File: config.mk
export PLATFORM = sky130hd
export DESIGN_NAME = mod_counter
export DESIGN_NICKNAME = d
export VERILOG_FILES = /design/src/rtl/counter_pkg.sv /design/src/rtl/mod_counter.sv
export SDC_FILE = /design/constraint.sdc
export NUM_CORES = 1
export LEC_CHECK = 0
export ABC_AREA = 1
export CAP_MARGIN = 20
export CORE_ASPECT_RATIO = 0.8
export CORE_MARGIN = 10
export CORE_UTILIZATION = 48
export DETAILED_ROUTE_END_ITERATION = 10
export PLACE_DENSITY = 0.79
export SYNTH_ARGS = -nofsm -noshare
export SYNTH_HDL_FRONTEND = slang
export SYNTH_SLANG_ARGS = --single-unit
File: constraint.sdc
create_clock -name clk -period 2.4 [get_ports clk]
set_clock_uncertainty 0.1 [all_clocks]
set_input_delay 0.6 -clock clk [delete_from_list [all_inputs] [get_ports clk]]
set_output_delay 0.6 -clock clk [all_outputs]
set_load 0.01 [all_outputs]
File: src/rtl/counter_pkg.sv
// Shared definitions for the modulo counter family: direction encoding and a
// width helper for callers that size BITS from a modulus.
package counter_pkg;

   localparam logic DIR_UP   = 1'b1;
   localparam logic DIR_DOWN = 1'b0;

   // Smallest width w such that 2**w >= value.
   function automatic int clog2(input int value);
      int w;
      w = 0;
      while ((1 << w) < value) w++;
      return w;
   endfunction

endpackage

File: src/rtl/mod_counter.sv
// Modulo-N up/down counter with clear, clamped load, compare and one-shot mode.
// tc is combinational so it can drive the ena of a cascaded stage.
module mod_counter
   import counter_pkg::*;
#(
   parameter int BITS     = 8,
   parameter int MODULUS  = 2 ** BITS,
   parameter int ONE_SHOT = 0
) (
   input  logic            clk,
   input  logic            rst,
   input  logic            ena,
   input  logic            clr,
   input  logic            load,
   input  logic [BITS-1:0] load_val,
   input  logic            dir,
   input  logic [BITS-1:0] cmp_val,
   output logic [BITS-1:0] out,
   output logic            tc,
   output logic            match,
   output logic            done
);

   generate
      if (MODULUS < 2 || MODULUS > 2 ** BITS) begin : g_bad_modulus
         $error("mod_counter: MODULUS must lie in 2..2**BITS");
      end
   endgenerate

   // Sized at BITS so MODULUS == 2**BITS gives an all-ones terminal, not an overflow.
   localparam logic [BITS-1:0] TERM_UP = BITS'(MODULUS - 1);

   logic [BITS-1:0] out_nxt;
   logic            done_nxt;
   logic            at_term;

   assign at_term = (dir == DIR_UP) ? (out == TERM_UP) : (out == '0);
   assign tc      = ena & at_term & ~clr & ~load & ~done;

   always_comb begin
      out_nxt  = out;
      done_nxt = done;
      if (clr) begin
         out_nxt  = '0;
         done_nxt = 1'b0;
      end else if (load) begin
         out_nxt  = (load_val > TERM_UP) ? TERM_UP : load_val;
         done_nxt = 1'b0;
      end else if (ena && !done) begin
         if (ONE_SHOT != 0 && at_term) begin
            done_nxt = 1'b1;
         end else if (dir == DIR_UP) begin
            out_nxt = at_term ? '0 : out + 1'b1;
         end else begin
            out_nxt = at_term ? TERM_UP : out - 1'b1;
         end
      end
   end

   // match compares the value being registered so it lines up with out.
   always_ff @(posedge clk or negedge rst) begin
      if (!rst) begin
         out   <= '0;
         match <= 1'b0;
         done  <= 1'b0;
      end else begin
         out   <= out_nxt;
         match <= (out_nxt == cmp_val);
         done  <= done_nxt;
      end
   end

endmodule

==> results of run 1 <==
sequential cells by signal, indices dropped and copies added (netlist names):
signal	cells
out	8
match	1
metrics by stage:
stage | instance area (um^2) | total power [mW] | worst slack [ns] | setup TNS, ns
floorplan | 1159 | 0.3408 | 0.1942 | 0
global placement | 1710 | 0.4862 | -0.5922 | -0.7198
detailed placement | 1710 | 0.4905 | -0.6473 | -0.8061
CTS | 1743 | 0.6121 | 0.01329 | 0
global route | 1777 | 0.6714 | -0.01587 | -0.01587
finish | 1777 | 0.6180 | 0.09815 | 0
path summary, 6_finish.rpt:
check,from,slack (ns),cells after the start,to
min in group clk,out[5],0.82,5,out[5]
max in group asynchronous,rst,1.41,1,out[0]
worst max-delay path,dir,0.1,9,tc
worst min register to register,out[5],0.82,5,out[5]
worst max register to register,out[1],0.35,16,match
worst min-delay path,rst,0.52,1,out[5]
cell usage in the layout, fill, tap and decap left out, types with 2 or more instances in the layout:
cell and count:
a21oi_1 5, buf_4 32, clkbuf_4 3, clkdlybuf4s50_1 29, dfrtp_1 9, ha_1 2, inv_1 30, inv_2 4
nand2_1 78, nand2_2 4, nand2_4 2, nand3_1 22, nand3b_1 3, nor2_1 36, nor2_2 3, o21ai_0 6
or2_2 2
cell type report:
| type | instances | area, um^2 | area share [%] |
|---|---|---|---|
| multi-input combinational | 172 | 809.5 | 45.56 |
| timing repair buffer | 64 | 556.8 | 31.34 |
| sequential | 9 | 225.2 | 12.68 |
| inverter | 34 | 127.6 | 7.183 |
| tap | 25 | 31.28 | 1.761 |
| clock buffer | 4 | 26.28 | 1.479 |
metal layers:
metal | wire (um) | vias to the layer above | global-route usage [%]
met5 | 0 | - | 0
met4 | 21 | 0 | 1.415
met3 | 370 | 5 | 5.401
met2 | 1565 | 67 | 23.10
met1 | 1754 | 668 | 21.70
li1 | - | 795 | -
power by group through the flow:
stage          clock [mW]  sequential (mW)  combinational [mW]
3_5_place_dp            0            0.179               0.312
6_report            0.117            0.177               0.324
2_1_floorplan           0            0.185               0.156
3_3_place_gp            0            0.179               0.307
5_1_grt             0.131            0.178               0.363
4_1_cts             0.122            0.176               0.314
worst max-delay path: stages:
cell	delay (ns)
clkdlybuf4s15_1	0.22
inv_1	0.10
nand2_2	0.05
nor2_2	0.14
nand2_4	0.07
nand2_4	0.07
inv_2	0.04
nor4_2	0.12
buf_2	0.17
cells by family (layout without fill, tap and decap cells):
kind of cell    Yosys count  in the layout  share of synthesized area [%]
flops                     9              9                          19.44
compound gates           14             14                          6.371
other cells               1              1                         0.3237
xor+xnor                  1              1                         0.7561
buf+inv                  40            102                          13.61
simple gates            153            153                          56.26
fa+ha+maj                 3              3                          3.240
repair_timing:
item                                   4_1_cts  5_1_grt
pin swaps                                    1        1
setup buffers                                0        1
setup endpoints to repair                    1        1
gates resized for setup                      9        8
endpoints found under the hold margin        0        0
==> impl_metrics.json, run 1 <==
{
  "cp.arrival_ns": 1.60,
  "grt_use_total_pct": 15.58,
  "switching_share_pct": 37.63,
  "synthCells": 221,
  "postSynthAreaPerCell_um2": 5.243,
  "slew_viol_final": 0,
  "die_h_um": 63.95,
  "place_congestion": 0.9648,
  "internal-power_uw": 385.4,
  "syn_to_final_growth_pct": 53.35,
  "clk_pin_slew_ns": 0.06,
  "grt_pass1_wl_um": 5940,
  "cts-root-buf": "clkbuf_4",
  "clock_sinks": 9,
  "viasPerCell": 4.984,
  "seqPwrFrac_pct": 28.6,
  "ys_ff_latch": 9,
  "dpl.hpwl_um": 3123,
  "grt_start_max_net_pins": 12,
  "dieArea_um2": 4791,
  "ys_top_cells_by_count": "79 x nand2_1, 37 x nor2_1, 32 x inv_1",
  "ys_top_cells_by_area": "nand2_1 26%, dfrtp_1 19%, nor2_1 12%, inv_1 10%, nand3_1 9.5%",
  "setup-violations-final": 0,
  "fin_cells": 308,
  "synth_edf_count": 0,
  "vias": 1535,
  "status": "finished clean",
  "fp.coreArea_um2": 2233,
  "crit_fanout": 2,
  "critPathKind": "input pin to output port",
  "insertion_delay_ns": 0.26,
  "power_switching_uw": 232.6,
  "drv_cap": 0,
  "fin_nets": 309,
  "num-fill-cells": 180,
  "ys_warn_count": 0,
  "ios": 33,
  "numPortBuffers": 31,
  "start_util_pct": 51.88,
  "p_clk_share_pct": 18.9,
  "drt_first_pass_iters": 5,
  "vdd_ir_drop_max_mv": 0.2140,
  "cts_made_buffers": 3,
  "fin_util_pct": 79.55,
  "power-per-cell-area_nw_per_um2": 347.8,
  "drc": 0,
  "ant_nets": 0,
  "hold_violations": 0,
  "syn_area_um2": 1159,
  "hp-class": "input pin to async pin",
  "yosys.cell_types.count": 24,
  "pwr-share-comb_pct": 52.5,
  "synth-main-ff-cell": "dfrtp_1",
  "cts_buffer_depth": 2,
  "whs_ns": 0.5224,
  "rows": 15,
  "antenna_found_initial": 0,
  "placed_cells": 303,
  "fin_crit_sh_pct": 95.91,
  "grt-ovfl-total": 0,
  "fmax_ghz": 0.4344,
  "yosysSeqAreaShare_pct": 19.44,
  "dieWidth_um": 74.93,
  "hold_buffers": 0,
  "first_iter_violations": 167,
  "grt_pass1_vias": 1317,
  "period_needed_ns": 2.302,
  "crit_required_ns": 1.70,
  "drt-total-wl_um": 3710,
  "wl_per_cell_um": 12.05,
  "diodes": 0,
  "cp-start-kind": "input pin",
  "cts_tree": "built",
  "yosysTopAreaCellShare_pct": 25.59,
  "synth_most_common_cell": "nand2_1",
  "end_kind": "output port",
  "cts_max_level": 1,
  "synthesis.nets": 246,
  "drive_gt1_share_pct": 19.79,
  "cellLeakagePower_nw": 1.008,
  "async_flop_share_pct": 100.0,
  "yosys.area.top_type": "nand2_1"
}
(Power assumes the default switching activity.)
==> run 2: changes to the inputs <==
- ABC_AREA: 1 -> unset
==> run 2 against run 1 <==
  * The run now ends with setup timing left
  * Total power grew 22%
  * Combinational power grew 37%
  * Routed wire length grew 70%
  * Maximum frequency shrank 14%
  * Utilization grew 8.6 points
  * Synthesized area grew 4.5%
  * Synthesized cell count shrank 23%
  * Sequential share of layout area shrank 2.0 points
  * Die area grew 3.2%
  * Register-to-register slack lost 0.64 ns
  * Worst hold slack lost 0.0034 ns
  * Cell count shrank 5.5%
  * Critical endpoint is now match
  * Highest routed layer unchanged
==> impl_metrics.json, run 2 <==
{
  "status": "finished with violations",
  "failed_checks": "setup timing",
  "critPathKind": "register to register",
  "fin_cells": 291,
  "fin_crit_sh_pct": 112.2,
  "worst_path_max_delay_cell": "dfrtp_1",
  "slew_headroom_pct": 60.95,
  "die_h_um": 64.93,
  "cts_made_buffers": 3,
  "dr_wl_met3_um": 811,
  "ant_nets": 0,
  "largest_registers": "out (8), match (1)",
  "cellLeakagePower_nw": 0.9248,
  "grt-ovfl-total": 0,
  "numPortBuffers": 31,
  "ys_ff_latch": 9,
  "cts_buffer_depth": 2,
  "setup-violations-final": 2,
  "regArea_um2": 229.0,
  "pwr-share-comb_pct": 58.6,
  "fin_nets": 281,
  "whs_ns": 0.5190,
  "grt_use_total_pct": 20.68,
  "dpl.hpwl_um": 4352,
  "grt_setup_unrepaired": "true",
  "wl_met1_um": 2315,
  "ys_top_cells_by_area": "dfrtp_1 19%, o21ai_0 5.0%, nor2_1 4.6%, nand2_1 4.3%, a21oi_1 4.1%",
  "yosys.cell_types.count": 49,
  "drt-total-wl_um": 6290,
  "placed_cells": 282,
  "top_layer_used": "met4",
  "ys_warn_count": 0,
  "grt_pass1_wl_um": 8631,
  "p_clk_share_pct": 17.2,
  "start_util_pct": 50.00,
  "ys_top_cells_by_count": "15 x nor2_1, 14 x nand2_1, 12 x o21ai_0",
  "insertion_delay_ns": 0.28,
  "vdd_ir_drop_max_mv": 0.1574,
  "end_kind": "register",
  "switching_share_pct": 40.59,
  "synth_most_common_cell": "nor2_1",
  "grt_pass1_vias": 1785,
  "cp_cell_sequence": "inv_2, buf_6, ha_4, nor3b_4, xnor2_2, nand3_2, mux2_4, nor4_2, nand4_1, nor4_2",
  "synthCells": 170,
  "num-fill-cells": 122,
  "cts_tree": "built",
  "cp_top_family": "simple AND/OR/NAND/NOR gates",
  "ios": 33,
  "vias": 1989,
  "hp-class": "input pin to async pin",
  "dieArea_um2": 4945,
  "power-per-cell-area_nw_per_um2": 354.2,
  "crit_required_ns": 2.46,
  "postSynthAreaPerCell_um2": 7.124,
  "crit_top_cell": "nor4_2",
  "drt_first_pass_iters": 7,
  "antenna_found_initial": 0,
  "diodes": 0,
  "crit_fanout": 3,
  "cts_max_level": 1,
  "clk_pin_slew_ns": 0.07,
  "clock_sinks": 9,
  "cts-root-buf": "clkbuf_4",
  "rows": 16,
  "viasPerCell": 6.835,
  "power_switching_uw": 307.1,
  "drv_cap": 0,
  "grt_start_max_net_pins": 12,
  "place_congestion": 0.9992,
  "fmax_ghz": 0.3715,
  "syn_area_um2": 1211,
  "final_cell_mix": "58 x buf_4, 26 x clkdlybuf4s50_1, 14 x nand2_1",
  "synth-main-ff-cell": "dfrtp_1",
  "first_iter_violations": 352,
  "path_buf_inv": 2,
  "max_stage_delay_ns": 0.44,
  "drive_gt1_share_pct": 36.08,
  "internal-power_uw": 449.5,
  "seqPwrFrac_pct": 24.2,
  "fp.coreArea_um2": 2422,
  "synthesis.nets": 195,
  "fin_setup_tns_ns": -0.3720,
  "drc": 0,
  "slew_viol_final": 0,
  "multi_input_area_um2": 985.9,
  "max_slew.worst_pin.slew_ns": 0.5776,
  "period_needed_ns": 2.692,
  "total_power_uw": 756.6,
  "yosysTopAreaCellShare_pct": 18.60,
  "cp.arrival_ns": 2.75,
  "yosys.area.top_type": "dfrtp_1",
  "regMostFlops": "out",
  "cp-start-kind": "register",
  "final_common_cell": "buf_4",
  "dp_slack_ns": -0.5855,
  "async_flop_share_pct": 100.0,
  "dieWidth_um": 76.16,
  "yosysSeqAreaShare_pct": 18.60,
  "synth_edf_count": 0,
  "hold_violations": 0,
  "setup_ws_ns": -0.2919,
  "hold_buffers": 0,
  "wl_met2_um": 2673,
  "wl_per_cell_um": 21.62,
  "syn_to_final_growth_pct": 76.34,
  "largest_reg_flops": 8
}
[run 2: cell types whose count changed in the layout (fill, tap and decap cells not counted), sizes merged, moves of 4 or more]
cell / change
nand2: -70
buf: +30
nor2: -25
inv: -23
nand3: -15
nand4: +6
a21oi: +5
o21ai: +5
o31ai: +5
nor4: +4
or3: +4
or4: +4
[run 2: cell type report]
type                            count  share of cell area (%)
Timing Repair Buffer               94                   37.79
Sequential cell                     9                   10.72
Clock buffer                        3                   1.054
Clock inverter                      1                  0.2343
Inverter                           11                   1.933
Tap cell                           36                   2.109
Multi-Input combinational cell    137                   46.16
[run 2: cells by family after synthesis]
group	after synthesis	share of synthesized area, %
other	1	0.3096
xor gates and xnor gates	3	2.170
DFF	9	18.60
muxes	3	2.583
buffers and inverters	24	8.987
adders and majority gates	3	3.100
and+or+nand+nor	72	33.57
AOI/OAI and AO/OA	55	30.68
[run 2: worst paths after layout]
check,cells past startpoint,slack (ns),startpoint,end
max reg2reg,10,-0.29,out[0],match
max in group asynchronous,1,1.36,rst,out[3]
max,10,-0.29,out[0],match
min reg2reg,3,0.81,out[0],out[0]
min,1,0.52,rst,out[7]
min in group clk,4,0.76,clr,out[5]
[run 2: power groups by stage]
stage	clock, mW	sequential (mW)	combinational, mW
6_report	0.130	0.183	0.443
2_1_floorplan	0	0.183	0.173
5_1_grt	0.137	0.184	0.465
3_5_place_dp	0	0.184	0.369
3_3_place_gp	0	0.182	0.358
4_1_cts	0.118	0.182	0.377
[run 2: repair_timing]
item,4_1_cts,5_1_grt
pin swaps,1,10
setup endpoints to repair,3,2
gates resized for setup,18,22
buffers inserted,0,5
[run 2: metrics by stage]
step	instance area (um^2)	util, %
2_1_floorplan	1240	-
3_3_place_gp	1953	80.63
3_5_place_dp	1953	80.63
4_1_cts	2001	82.59
5_1_grt	2136	88.17
6_report	2136	88.17
[run 2: per-layer routing]
metal	up-vias	global-route usage, %
met4	0	5.324
met5	-	0
met2	208	35.38
li1	816	-
met3	69	5.923
met1	896	24.98
==> run 3: changes to the inputs <==
- CORE_UTILIZATION: 48 -> 50
- CTS_BUF_LIST: unset -> sky130_fd_sc_hd__clkbuf_2
- PLACE_DENSITY: 0.79 -> 0.81
- REMOVE_ABC_BUFFERS: unset -> 1
==> run 3 against run 2 <==
  * Synthesized cell count is the same
  * Synthesized area unchanged
  * The run now fails in 4_1_cts
==> impl_metrics.json, run 3 <==
{
  "synthCells": 170,
  "syn_area_um2": 1211,
  "synth_edf_count": 0,
  "dieWidth_um": 75.03,
  "cts_setup_buffers": 14,
  "cts_buffer_depth": 2,
  "tool.error": "[ERROR DPL-0038] Utilization greater than 100%, impossible to legalize",
  "async_flop_share_pct": 100.0,
  "clock_sinks": 9,
  "die_h_um": 64.02,
  "synth-main-ff-cell": "dfrtp_1",
  "yosysSeqAreaShare_pct": 18.60,
  "lastStage": "4_1_cts",
  "postSynthAreaPerCell_um2": 7.124,
  "yosysTopAreaCellShare_pct": 18.60,
  "ys_top_cells_by_area": "dfrtp_1 19%, o21ai_0 5.0%, nor2_1 4.6%, nand2_1 4.3%, a21oi_1 4.1%",
  "cts-root-buf": "clkbuf_2",
  "start_util_pct": 54.23,
  "ys_ff_latch": 9,
  "cts_made_buffers": 3,
  "numPortBuffers": 31,
  "hold_buffers": 0,
  "rows": 15,
  "yosys.cell_types.count": 49,
  "status": "did not finish",
  "post_cts_resized": 55,
  "ys_warn_count": 0,
  "cts_max_level": 1,
  "synth_most_common_cell": "nor2_1",
  "dpl.hpwl_um": 4213,
  "place_congestion": 1.028,
  "yosys.area.top_type": "dfrtp_1",
  "ys_top_cells_by_count": "15 x nor2_1, 14 x nand2_1, 12 x o21ai_0",
  "ios": 33
}
## run 3: cell counts after synthesis
Identical to the previous run, type by type.
## run 3: cells by family after synthesis
| group | synth area share, % |
|---|---|
| and+or+nand+nor | 33.57 |
| AOI/OAI and AO/OA | 30.68 |
| buffers and inverters | 8.987 |
| DFF | 18.60 |
| adders and majority gates | 3.100 |
| xor gates and xnor gates | 2.170 |
| muxes | 2.583 |
| other | 0.3096 |
## run 3: metrics by stage
stage,area [um^2],instances,worst slack (ns),utilization (%)
floorplan,1144,157,-0.1722,-
global placement,1978,277,-0.5872,88.57
detailed placement,1978,277,-0.7822,88.57
==> run 4: changes to the inputs <==
- CORE_AREA: unset -> 10 10 71 73
- CORE_ASPECT_RATIO: 0.8 -> unset
- CORE_MARGIN: 10 -> unset
- CORE_UTILIZATION: 50 -> unset
- CTS_BUF_LIST: sky130_fd_sc_hd__clkbuf_2 -> unset
- DIE_AREA: unset -> 0 0 81 83
- PLACE_DENSITY: 0.81 -> unset
- PLACE_DENSITY_LB_ADDON: unset -> 0.15
==> run 4 against run 3 <==
  * The flow now finishes, with violations (setup timing)
==> impl_metrics.json, run 4 (synthesized netlist as in run 2, its figures left out) <==
{
  "fmax_ghz": 0.4050,
  "placed_cells": 298,
  "cts_max_level": 1,
  "drive_gt1_share_pct": 35.91,
  "grt_use_total_pct": 15.25,
  "power-per-cell-area_nw_per_um2": 356.5,
  "fin_crit_sh_pct": 102.9,
  "setup_ws_ns": -0.06935,
  "clk_pin_slew_ns": 0.05,
  "ant_nets": 0,
  "diodes": 0,
  "crit_required_ns": 2.41,
  "cts-root-buf": "clkbuf_8",
  "vdd_ir_drop_max_mv": 0.1549,
  "crit_fanout": 6,
  "fin_cells": 307,
  "cp-start-kind": "register",
  "vias": 1750,
  "syn_to_final_growth_pct": 77.17,
  "period_needed_ns": 2.469,
  "hold_violations": 0,
  "dieWidth_um": 81,
  "first_iter_violations": 150,
  "grt_setup_unrepaired": "true",
  "failed_checks": "setup timing",
  "drc": 0,
  "dieArea_um2": 6723,
  "status": "finished with violations",
  "drt_first_pass_iters": 7,
  "fin_area_um2": 2146,
  "grt_start_max_net_pins": 11,
  "die_h_um": 83,
  "viasPerCell": 5.700,
  "fp.coreArea_um2": 3633,
  "clock_sinks": 9,
  "critPathKind": "register to register",
  "start_util_pct": 33.33,
  "largest_registers": "out (8), match (1)",
  "fin_nets": 285,
  "place_congestion": 0.9665,
  "cts_tree": "built",
  "cts_made_buffers": 3,
  "hold_buffers": 0,
  "largest_reg_flops": 8,
  "final_cell_mix": "62 x buf_4, 24 x clkdlybuf4s50_1, 15 x nor2_1",
  "cp.arrival_ns": 2.48,
  "place_area_um2": 1979,
  "insertion_delay_ns": 0.23,
  "cts_buffer_depth": 2,
  "antenna_found_initial": 0,
  "grt_pass1_vias": 1813,
  "grt-ovfl-total": 0,
  "slew_viol_final": 0,
  "rows": 22,
  "wl_per_cell_um": 17.08,
  "fin_util_pct": 59.06,
  "cellLeakagePower_nw": 0.9226,
  "hp-class": "input pin to async pin",
  "grt_pass1_wl_um": 8390,
  "end_kind": "register",
  "rr_worst_depth": 7,
  "numPortBuffers": 31,
  "ios": 33,
  "setup-violations-final": 1,
  "regMostFlops": "out",
  "drt-total-wl_um": 5243,
  "total_power_uw": 765.1,
  "final_common_cell": "buf_4",
  "dpl.hpwl_um": 4226,
  "drv_cap": 0
}
==> run 4: stage by stage <==
step	setup TNS, ns	hold WS [ns]	setup WS (ns)
final	-0.06935	0.5747	-0.06935
after global routing	-0.2099	0.6097	-0.2099
after global placement	-2.448	0.6833	-0.5996
after floorplan	-0.1722	0.2044	-0.1722
after detailed placement	-2.776	0.6830	-0.6907
after CTS	-0.05071	0.5844	-0.04850
==> run 4: worst paths after layout <==
path | slack, ns | from | to
worst min register to register | 0.81 | out[7] | out[7]
worst max register to register | -0.07 | out[3] | match
max in group asynchronous | 1.30 | rst | out[5]
worst min-delay path | 0.57 | rst | match
min in group clk | 0.71 | clr | out[3]
worst max-delay path | -0.07 | out[3] | match
==> run 4: cell type report <==
cell class	instances	area, um^2
Sequential cell	9	230.2
Multi-Input combinational cell	137	957.2
Inverter	11	41.29
Tap cell	48	60.06
Clock buffer	4	45.04
Fill cell	360	1488
Timing Repair Buffer	98	812.0
==> run 4: worst max-delay path, cell delays in order, from the launching register on <==
cell,delay (ns)
dfrtp_2,0.45
nand3_2,0.13
or4_1,0.52
a221o_1,0.33
a211o_1,0.31
or3_1,0.31
nand4_1,0.12
nor4_2,0.06
==> run 4: power by group <==
part | switching (mW) | internal, mW | leakage (nW)
clock | 0.0599 | 0.116 | 0.0228
combinational | 0.191 | 0.217 | 0.787
sequential | 0.0173 | 0.164 | 0.112
==> run 4: routing by layer <==
metal / vias to the layer above / wire, um / global-route usage (%)
li1: 831 / - / -
met1: 790 / 2107 / 17.03
met2: 105 / 2604 / 25.72
met3: 24 / 331 / 2.802
met4: 0 / 200 / 8.920
met5: - / 0 / 0
==> run 4: what timing repair did <==
action	CTS	global route
setup buffers	3	1
cloned	1	0
endpoints found under the setup margin	5	3
pin swaps	13	5
gates resized for setup	30	10
